[src/rtl/cdc_in_arbiter.sv]
// cdc_in_arbiter: round-robin burst arbiter feeding one usb_cdc IN byte channel.
// Each grant optionally emits a {HDR_TAG, id} header, then up to MAX_BURST payload bytes.
// Ports:
//   clk_i, rst_i             clock, synchronous active-high reset
//   src_data_i/valid_i       SOURCES byte streams (source k on bits [8k+7:8k])
//   src_ready_o              per-source accept strobe (combinational)
//   dst_data_o/valid_o       registered byte to usb_cdc in_data/in_valid
//   dst_ready_i              usb_cdc in_ready
//   grant_o                  one-hot current grant, 0 while arbitrating
module cdc_in_arbiter #(
    parameter int          SOURCES   = 2,
    parameter int          MAX_BURST = 8,
    parameter int          HEADER_EN = 1,
    parameter logic [3:0]  HDR_TAG   = 4'hA
) (
    input  logic                   clk_i,
    input  logic                   rst_i,
    input  logic [8*SOURCES-1:0]   src_data_i,
    input  logic [SOURCES-1:0]     src_valid_i,
    output logic [SOURCES-1:0]     src_ready_o,
    output logic [7:0]             dst_data_o,
    output logic                   dst_valid_o,
    input  logic                   dst_ready_i,
    output logic [SOURCES-1:0]     grant_o
);

    localparam int CW = $clog2(MAX_BURST + 1);

    localparam logic [1:0] ST_ARB   = 2'd0;
    localparam logic [1:0] ST_HDR   = 2'd1;
    localparam logic [1:0] ST_BURST = 2'd2;

    localparam logic [CW-1:0] LAST_BYTE = CW'(MAX_BURST - 1);
    localparam logic [3:0]    LAST_SRC  = 4'(SOURCES - 1);
    localparam logic [4:0]    NSRC      = 5'(SOURCES);

    logic [1:0]    state;
    logic [3:0]    ptr;
    logic [3:0]    cur;
    logic [CW-1:0] count;

    // Zero-extended views so every index is a clean 4-bit select.
    logic [15:0]   valid16;
    logic [127:0]  data128;

    logic          free;
    logic          cur_valid;
    logic [7:0]    cur_data;
    logic          load;
    logic [7:0]    load_data;
    logic          found;
    logic [3:0]    pick;
    logic [4:0]    cand;
    logic [15:0]   pick_oh;
    logic [3:0]    next_ptr;

    assign valid16   = 16'(src_valid_i);
    assign data128   = 128'(src_data_i);
    assign free      = ~dst_valid_o | dst_ready_i;
    assign cur_valid = valid16[cur];
    assign cur_data  = data128[{cur, 3'b000} +: 8];
    assign pick_oh   = 16'd1 << pick;
    assign next_ptr  = (cur == LAST_SRC) ? 4'd0 : cur + 4'd1;

    // Search ptr, ptr+1, ... wrapping at SOURCES-1; first valid wins.
    always_comb begin
        found = 1'b0;
        pick  = 4'd0;
        cand  = 5'd0;
        for (int i = 0; i < SOURCES; i++) begin
            cand = {1'b0, ptr} + 5'(i);
            if (cand >= NSRC) cand = cand - NSRC;
            if (!found && valid16[cand[3:0]]) begin
                found = 1'b1;
                pick  = cand[3:0];
            end
        end
    end

    always_comb begin
        load      = 1'b0;
        load_data = cur_data;
        if (free) begin
            if (state == ST_HDR) begin
                load      = 1'b1;
                load_data = {HDR_TAG, cur};
            end else if (state == ST_BURST && cur_valid) begin
                load      = 1'b1;
            end
        end
    end

    assign src_ready_o = (state == ST_BURST && free) ? grant_o : '0;

    always_ff @(posedge clk_i) begin
        if (rst_i) begin
            state       <= ST_ARB;
            ptr         <= 4'd0;
            cur         <= 4'd0;
            count       <= '0;
            grant_o     <= '0;
            dst_valid_o <= 1'b0;
            dst_data_o  <= 8'h00;
        end else begin
            if (free) dst_valid_o <= load;
            if (load) dst_data_o  <= load_data;

            case (state)
                ST_ARB: begin
                    if (found) begin
                        grant_o <= pick_oh[SOURCES-1:0];
                        cur     <= pick;
                        count   <= '0;
                        state   <= (HEADER_EN != 0) ? ST_HDR
                                                    : ST_BURST;
                    end else begin
                        grant_o <= '0;
                    end
                end
                ST_HDR: begin
                    if (free) state <= ST_BURST;
                end
                ST_BURST: begin
                    // End decisions are only taken when the
                    // output register can move.
                    if (free) begin
                        if (cur_valid) begin
                            count <= count + CW'(1);
                            if (count == LAST_BYTE) begin
                                state   <= ST_ARB;
                                ptr     <= next_ptr;
                                grant_o <= '0;
                            end
                        end else begin
                            state   <= ST_ARB;
                            ptr     <= next_ptr;
                            grant_o <= '0;
                        end
                    end
                end
                default: begin
                    state   <= ST_ARB;
                    grant_o <= '0;
                end
            endcase
        end
    end

endmodule

[config.mk]
export PLATFORM = sky130hd
export DESIGN_NAME = cdc_in_arbiter
export DESIGN_NICKNAME = d
export VERILOG_FILES = /design/src/rtl/cdc_in_arbiter.sv
export SDC_FILE = /design/constraint.sdc
export NUM_CORES = 1
export LEC_CHECK = 0
export BUFFER_PORTS_ARGS = -buffer_cell sky130_fd_sc_hd__buf_2
export CAP_MARGIN = 10
export CORE_MARGIN = 1
export CORE_UTILIZATION = 50
export CTS_BUF_LIST = sky130_fd_sc_hd__clkbuf_4
export CTS_CLUSTER_SIZE = 14
export DETAILED_ROUTE_END_ITERATION = 16
export PLACE_DENSITY = 0.75
export SLEW_MARGIN = 25
export SYNTH_ARGS = -nofsm -noshare
export SYNTH_HDL_FRONTEND = slang
export SYNTH_SLANG_ARGS = --single-unit
export TNS_END_PERCENT = 10
[constraint.sdc]
create_clock -name clk_i -period 5.95 [get_ports clk_i]
set_clock_uncertainty 0.1 [all_clocks]
set_input_delay 1.19 -clock clk_i [delete_from_list [all_inputs] [get_ports clk_i]]
set_output_delay 1.19 -clock clk_i [all_outputs]
set_load 0.03 [all_outputs]
### Word level (Yosys, flattened, before mapping)

Index checks and enable logic that the tools add are counted.

* flip-flop bits (word level): 25
* input port bits: 21

* add/sub/neg operators: 5
* $lt $le $gt $ge: 5
* eq/ne operators: 10
* shift operators: 2
* mux-type cells: 33
* bitwise operators: 3
* reductions and logical operators: 11

Operator list (count)
* 128-bit by 8-bit variable part select with 8-bit output: 1
* 4-bit 2-to-1 mux: 10
* 8-bit 2-to-1 mux: 2
* 4-bit by 5-bit < comparator with 1-bit output (second input constant): 3
* 2-bit 2-to-1 mux: 7
* 1-bit binary-select mux with 4-bit select: 3
* 2-bit one-hot mux with 3 select lines: 2
* 4-bit by 1-bit adder with 4-bit output (second input constant): 2
* 1-bit 2-to-1 mux: 8
* 2-bit inequality test (second input constant): 4
* 4-bit one-hot mux with 2 select lines: 1
* 4-bit AND reduction: 2
* 4-bit by 2-bit subtractor with 4-bit output (second input constant): 2
* 3-bit AND reduction: 2
* 4-bit by 1-bit adder with 5-bit output (second input constant): 1
* 5-bit by 2-bit >= comparator with 1-bit output (second input constant): 1
* 4-bit by 1-bit == test with 1-bit output (second input constant): 1
* 4-bit by 3-bit == test with 1-bit output (second input constant): 1
* 4-bit by 2-bit >= comparator with 1-bit output (second input constant): 1
* 1-bit by 4-bit left shift with 2-bit output (first input constant): 1
* 1-bit logical AND: 3
* 3-bit by 2-bit inequality test with 1-bit output (second input constant): 1
* 2-bit by 1-bit == test with 1-bit output (second input constant): 1
* 2-bit == test (second input constant): 1
* 7 further kinds: 8

### Depth between registers and ports, before layout

Gate-level depths: netlist (run 1).

* depth in word-level cells: 11
* mapped depth: 9
* gate-level depth less buffers: 9

### Worst setup path after synthesis (run 1)

OpenSTA, ideal clock, no wires.

* path type: input-to-output
* from: input port dst_ready_i
* to: output port src_ready_o[0]
* arrival time: 1.691 ns
* data required time: 4.660 ns
* path slack: 2.969 ns
* cell stages on the path: 2
* buffers on the path: 0
* cells stage by stage: nand2b_1 > and3_1

* word-level cells in the longest chain between the ends: 3

RTL lines
* start, declared: RTL line 23 `input logic dst_ready_i,`
* 1-bit bitwise OR: RTL line 59 `assign free = ~dst_valid_o | dst_ready_i;`
* 1-bit logical AND: RTL line 93 `assign src_ready_o = (state == ST_BURST && free) ? grant_o : '0;`
* 2-bit 2-to-1 mux: RTL line 93
* end, declared: RTL line 20 `output logic [SOURCES-1:0] src_ready_o,`

No other way between the ends.

### Worst setup path after layout (run 1)

Same ends and word-level chain as after synthesis.

==> impl_metrics.csv, run 1 <==
group,metric,value,unit
sta,holdWs,0.4095,ns
min_path,holdPathStages,2,
logic_synthesis,ys_seq_area_share,34.63,%
floorplanning,rows,19,
logic_synthesis,synth-seq-cells,25,
clock_tree,cts.htree.levels,1,
logic_synthesis,synthesis.area,0.001445,mm2
floorplanning,die_area,0.003109,mm2
worst_setup_path,crit_fanout,6,
sta,period_share,53.12,%
floorplanning,initial_core_util,52.40,%
logic_synthesis,synthDistinctLibCells,39,
global_routing,grt_max_degree,27,
logic_synthesis,ys.flop_type,"dfxtp_1",
floorplanning,ios,34,
place,gp_congestion,0.8125,
cells_and_area,num-fill-cells,281,
detailed_routing,drtIter0Drc,142,
sta,fin_tns_setup,0,ns
clock_tree,insertion_delay,0.32,ns
cells_and_area,drive_gt1_share,22.11,%
worst_setup_path,r2r-end,"cur[0]$_SDFFE_PP0P_",
sta,rsz0062_at_grt,"false",
cells_and_area,regArea,500.5,um2
logic_synthesis,synth_edf_count,0,
sta,tightest_slew,0.8836,ns
cells_and_area,mostFrequentLayoutCells,"buf_2, dfxtp_1, nor2_1",
worst_setup_path,reg2reg_from,"ptr[0]$_SDFFE_PP0P_",
cells_and_area,final_util,59.76,%
worst_setup_path,worst_r2r_path_depth,9,
clock_tree,cts_made_buffers,3,
cells_and_area,fin_nets,228,
clock_tree,tritoncts,"built",
clock_tree,ctsHoldBuffers,0,
min_path,min_path_type,"reg -> reg",
worst_setup_path,setup.worst_path.end_class,"output port",
global_routing,grt_pass1_wl,5.326,mm
worst_setup_path,r2r_slack,3.03,ns
worst_setup_path,crit_type,"in -> out",
min_path,hp-start,"dst_data_o[6]$_SDFFE_PP0P_",
detailed_routing,routed_wl,3.133,mm
flow_run,maxCapViolCount,0,
min_path,hold_path_end,"dst_data_o[6]$_SDFFE_PP0P_",
cells_and_area,area_growth,14.03,%
cells_and_area,diodes,0,
detailed_routing,drc,0,
sta,setup_slack,2.789,ns
clock_tree,clk_path_buf_depth,2,
sta,fmax,316.4,MHz
global_routing,grt_pass1_vias,1233,
cells_and_area,multi_input_area,894.6,um2
worst_setup_path,required,4.66,ns
clock_tree,cts_sinks,25,
clock_tree,ctsResizeCount,0,
logic_synthesis,async_flop_share,0,%
logic_synthesis,yosys_warnings,0,
logic_synthesis,synth_cells,169,
worst_setup_path,startpoint_type,"primary input",
power,powerDensity,311.2,mW/mm2
worst_setup_path,critPathArrivalTime,1.87,ns
detailed_routing,ant_nets,0,
clock_tree,post_cts_buffers,0,
logic_synthesis,synth_area_per_cell,8.551,um2
detailed_routing,vias_per_cell,5.761,
power,ir_worst_vdd,0.2198,mV
place,io_buffers,33,
detailed_routing,num_vias,1325,
detailed_routing,wl_per_cell,13.62,um
floorplanning,die_w,55.76,um
sta,drv_slew,0,
sta,finalSetupViolCount,0,
clock_tree,cts_root_buf,"clkbuf_4",
global_routing,grt_antenna_before_repair,0,
outcome,status,"finished clean",
detailed_routing,dr.pass1.iters,5,
sta,final_hold_viol_count,0,
logic_synthesis,syn-num-nets,197,
sta,fin_crit,3.161,ns
sta,slew_headroom,40.88,%
cells_and_area,final_common_cell,"buf_2",
clock_tree,clk_pin_slew,0.14,ns
global_routing,gr-total-overflow,0,
place,place_ws,2.796,ns
global_routing,grt_use_total,21.26,%
place,dpl.hpwl,2.299,mm
floorplanning,die_h,55.76,um
power,p_leak,0.6813,nW
floorplanning,core,0.002758,mm2
synth_stat cells, types with 3 or more instances:
library cell,n,area (um2)
nor3b_1,4,30.03
xnor2_1,6,52.55
dfxtp_1,25,500.5
a211oi_1,9,67.56
nand2_1,12,45.04
nor2_1,24,90.09
nand2b_1,3,18.77
mux2i_1,10,100.1
clkbuf_1,3,11.26
a21oi_1,14,70.07
ha_1,7,87.58
inv_1,5,18.77
nor3_1,6,30.03
nor2b_1,6,37.54
xor2_1,3,26.28
kinds of logic (layout without fill, tap and decap cells):
logic type	Yosys count	count (layout)	share of synthesized area (%)
AND/OR/NAND/NOR	65	65	23.12
AO/OA/AOI/OAI	38	38	18.01
flip-flops	25	25	34.63
multiplexers	13	13	9.264
buffers and inverters	12	42	3.463
XOR/XNOR	9	9	5.455
adder cells (fa/ha/maj)	7	7	6.060
worst max-delay path: stages:
cell and delay [ns]:
buf_2 0.10, nand2b_1 0.21, and3_1 0.20, buf_2 0.17
state kept, by name (all words and copies together), names as in the netlist:
register and flops:
grant_o 2, state 2, count 4, dst_valid_o 1
cur 4, ptr 4, dst_data_o 8
final cells by class:
type | instances | share of cell area [%]
clock buffer | 4 | 1.822
inverter | 5 | 1.139
multi-input combinational | 132 | 54.29
sequential | 25 | 30.37
tap | 31 | 2.354
timing repair buffer | 33 | 10.02
worst max path at each step:
stage	startpoint	end	slack, ns
6_report	dst_ready_i	src_ready_o[0]	2.79
5_1_grt	dst_ready_i	src_ready_o[1]	2.76
4_1_cts	dst_ready_i	src_ready_o[0]	2.80
3_5_place_dp	dst_ready_i	src_ready_o[1]	2.80
3_3_place_gp	dst_ready_i	src_ready_o[0]	2.82
2_1_floorplan	dst_ready_i	src_ready_o[0]	2.97
per-stage QoR:
step                cells  total power [W]  area, um2
global route          230        0.0005421       1648
global placement      226        0.0004253       1618
detailed placement    226        0.0004319       1618
floorplan             169        0.0003817       1445
finish                230        0.0005128       1648
CTS                   230        0.0005115       1648
report_power, final:
| group | switching, W | internal, W | total [W] |
|---|---|---|---|
| Combinational | 0.000126 | 0.0000802 | 0.000206 |
| Clock | 0.0000520 | 0.0000308 | 0.0000828 |
| Sequential | 0.0000312 | 0.000192 | 0.000224 |
| Total | 0.000209 | 0.000304 | 0.000513 |
routing by layer:
| metal | track usage, % | part of all wire, % | wire length, um | up-vias |
|---|---|---|---|---|
| met4 | 9.286 | 1.1 | 36 | 0 |
| met2 | 35.63 | 49 | 1530 | 43 |
| met3 | 2.093 | 3.8 | 118 | 6 |
| met5 | 0 | 0 | 0 | - |
| li1 | - | - | - | 661 |
| met1 | 27.79 | 46 | 1448 | 615 |
No activity file was read; power rests on OpenSTA's default activity.
==> run 2, diff against run 1 <==
clock period = 2.95 ns   (was 5.95 ns; I/O delays follow)
==> run 2 against run 1 <==
Compared with the run above: critical path depth up 6; clock power grew 87%; non-clock buffer count up 4; sequential share of layout area is 0.45 points lower; sequential power grew 93%; via count is 0.38% lower; critical endpoint is now grant_o[0]$_SDFFE_PP0P_.
==> impl_metrics.csv, run 2 (synthesis gave the netlist of run 1 again) <==
group,metric,value,unit
outcome,status,"finished clean",
detailed_routing,dr.pass1.iters,4,
sta,tightest_slew,0.9066,ns
detailed_routing,num_vias,1320,
place,gp_congestion,0.9744,
global_routing,grt_pass1_wl,5.354,mm
min_path,min_path_type,"reg -> reg",
place,dpl-instance-area,0.001633,mm2
cells_and_area,num-fill-cells,242,
cells_and_area,fin_nets,232,
detailed_routing,ant_nets,0,
cells_and_area,final_common_cell,"buf_2",
clock_tree,insertion_delay,0.33,ns
clock_tree,cts_made_buffers,3,
detailed_routing,drc,0,
worst_setup_path,crit_chain,"inv_1, ha_1, ha_1, nor2b_1, and2_1, a221o_1, a31oi_2, nor4_4, buf_4, a32o_1",
worst_setup_path,r2r_slack,0.23,ns
min_path,holdPathStages,2,
flow_run,maxCapViolCount,0,
floorplanning,die_w,55.76,um
worst_setup_path,startpoint_type,"flip-flop",
sta,holdWs,0.4098,ns
global_routing,grt_pass1_vias,1265,
floorplanning,die_area,0.003109,mm2
clock_tree,cts_root_buf,"clkbuf_4",
detailed_routing,wl_met2,1.438,mm
cells_and_area,drive_gt1_share,24.14,%
cells_and_area,diodes,0,
worst_setup_path,critPathArrivalTime,2.85,ns
sta,period_share,92.26,%
global_routing,grt_antenna_before_repair,0,
worst_setup_path,required,3.08,ns
sta,fmax,367.4,MHz
detailed_routing,routed_wl,2.996,mm
floorplanning,ios,34,
power,p_leak,0.6999,nW
global_routing,grt_use_total,21.44,%
sta,fin_crit,2.722,ns
power,internal-power,0.0006196,W
floorplanning,initial_core_util,52.40,%
worst_setup_path,crit_fanout,9,
sta,rsz0062_at_grt,"false",
worst_setup_path,setup.worst_path.end_class,"flip-flop",
place,io_buffers,33,
clock_tree,cts.htree.levels,1,
detailed_routing,maxUsedRoutingLayer,"met4",
worst_setup_path,crit_top_cell,"ha_1",
power,powerDensity,620.0,mW/mm2
global_routing,grt_max_degree,27,
sta,slew_headroom,39.34,%
detailed_routing,m1WireLength,1.434,mm
clock_tree,clk_pin_slew,0.14,ns
cells_and_area,area_growth,16.02,%
worst_setup_path,crit_type,"reg -> reg",
floorplanning,rows,19,
sta,fin_tns_setup,0,ns
detailed_routing,wl_per_cell,12.80,um
clock_tree,clk_path_buf_depth,2,
cells_and_area,mostFrequentLayoutCells,"buf_2, nor2_1, dfxtp_1",
worst_setup_path,slowest_delay,0.44,ns
power,fin_total_pwr,0.001040,W
cells_and_area,fin_area,0.001677,mm2
power,swShare,40.40,%
worst_setup_path,worst_r2r_path_depth,10,
sta,final_hold_viol_count,0,
detailed_routing,route.met3.wl,87,um
clock_tree,cts_sinks,25,
sta,drv_slew,0,
power,ir_worst_vdd,0.4483,mV
detailed_routing,vias_per_cell,5.641,
cells_and_area,largest_reg_flops,8,
power,p_clk_share,15.0,%
clock_tree,tritoncts,"built",
floorplanning,die_h,55.76,um
cells_and_area,regMostFlops,"dst_data_o",
power,combPwrFrac,43.4,%
sta,finalSetupViolCount,0,
global_routing,gr-total-overflow,0,
detailed_routing,drtIter0Drc,75,
power,p_sw,0.0004199,W
worst_setup_path,crit_slowest_cell,"dfxtp_2",
place,dpl.hpwl,2.310,mm
power,seqPwrFrac,41.6,%
floorplanning,core,0.002758,mm2
run 2: cell types whose count changed in the layout (fill, tap and decap cells not counted), sizes merged:
cell / previous run / this run
clkinv: 0 / 1
buf: 33 / 37
clkbuf: 4 / 3
run 2: cell type report:
cell class	instances	area, um2	share of cell area, %
multi-input combinational	132	894.6	53.36
sequential	25	501.7	29.93
timing repair buffer	37	195.2	11.64
tap	31	38.79	2.313
clock buffer	3	22.52	1.343
inverter	5	18.77	1.119
clock inverter	1	5.005	0.2985
run 2: stage by stage:
stage / cells / setup WS (ns) / utilization, %
2_1_floorplan: 169 / 0.3871 / -
3_3_place_gp: 228 / 0.2203 / 59.21
3_5_place_dp: 228 / 0.05056 / 59.21
4_1_cts: 232 / 0.01093 / 60.21
5_1_grt: 234 / 0.08824 / 60.80
6_report: 234 / 0.2283 / 60.80
run 2: what timing repair did:
item,CTS,global route
endpoints found under the setup margin,0,3
hold endpoints to repair,0,0
hold buffers,0,0
buffers inserted,0,2
gates resized for setup,0,1
run 2: per-layer routing:
layer | up-vias | global-route usage (%)
met5 | - | 0
met4 | 0 | 7.143
met3 | 5 | 2.791
met2 | 25 | 35.97
met1 | 622 | 28.45
li1 | 668 | -
run 2: final timing paths:
| path | start | to |
|---|---|---|
| max reg2reg | ptr[0]$_SDFFE_PP0P_ | grant_o[0]$_SDFFE_PP0P_ |
| max | ptr[0]$_SDFFE_PP0P_ | grant_o[0]$_SDFFE_PP0P_ |
| min reg2reg | dst_data_o[2]$_SDFFE_PP0P_ | dst_data_o[2]$_SDFFE_PP0P_ |
| min | dst_data_o[2]$_SDFFE_PP0P_ | dst_data_o[2]$_SDFFE_PP0P_ |
run 2: power by group through the flow:
stage | Sequential (W) | Combinational (W) | Clock (W)
2_1_floorplan | 0.000501 | 0.000269 | 0
3_3_place_gp | 0.000435 | 0.000425 | 0
3_5_place_dp | 0.000439 | 0.000435 | 0
4_1_cts | 0.000432 | 0.000436 | 0.000159
5_1_grt | 0.000442 | 0.000496 | 0.000172
6_report | 0.000433 | 0.000451 | 0.000155
run 2: worst max-delay path, delay by kind of cell (launching register included):
family / cells / cell delay [ns]
buffers and inverters: 2 / 0.25
adder cells (fa/ha/maj): 2 / 0.63
AND/OR/NAND/NOR: 3 / 0.38
flip-flops: 1 / 0.44
AO/OA/AOI/OAI: 3 / 0.81
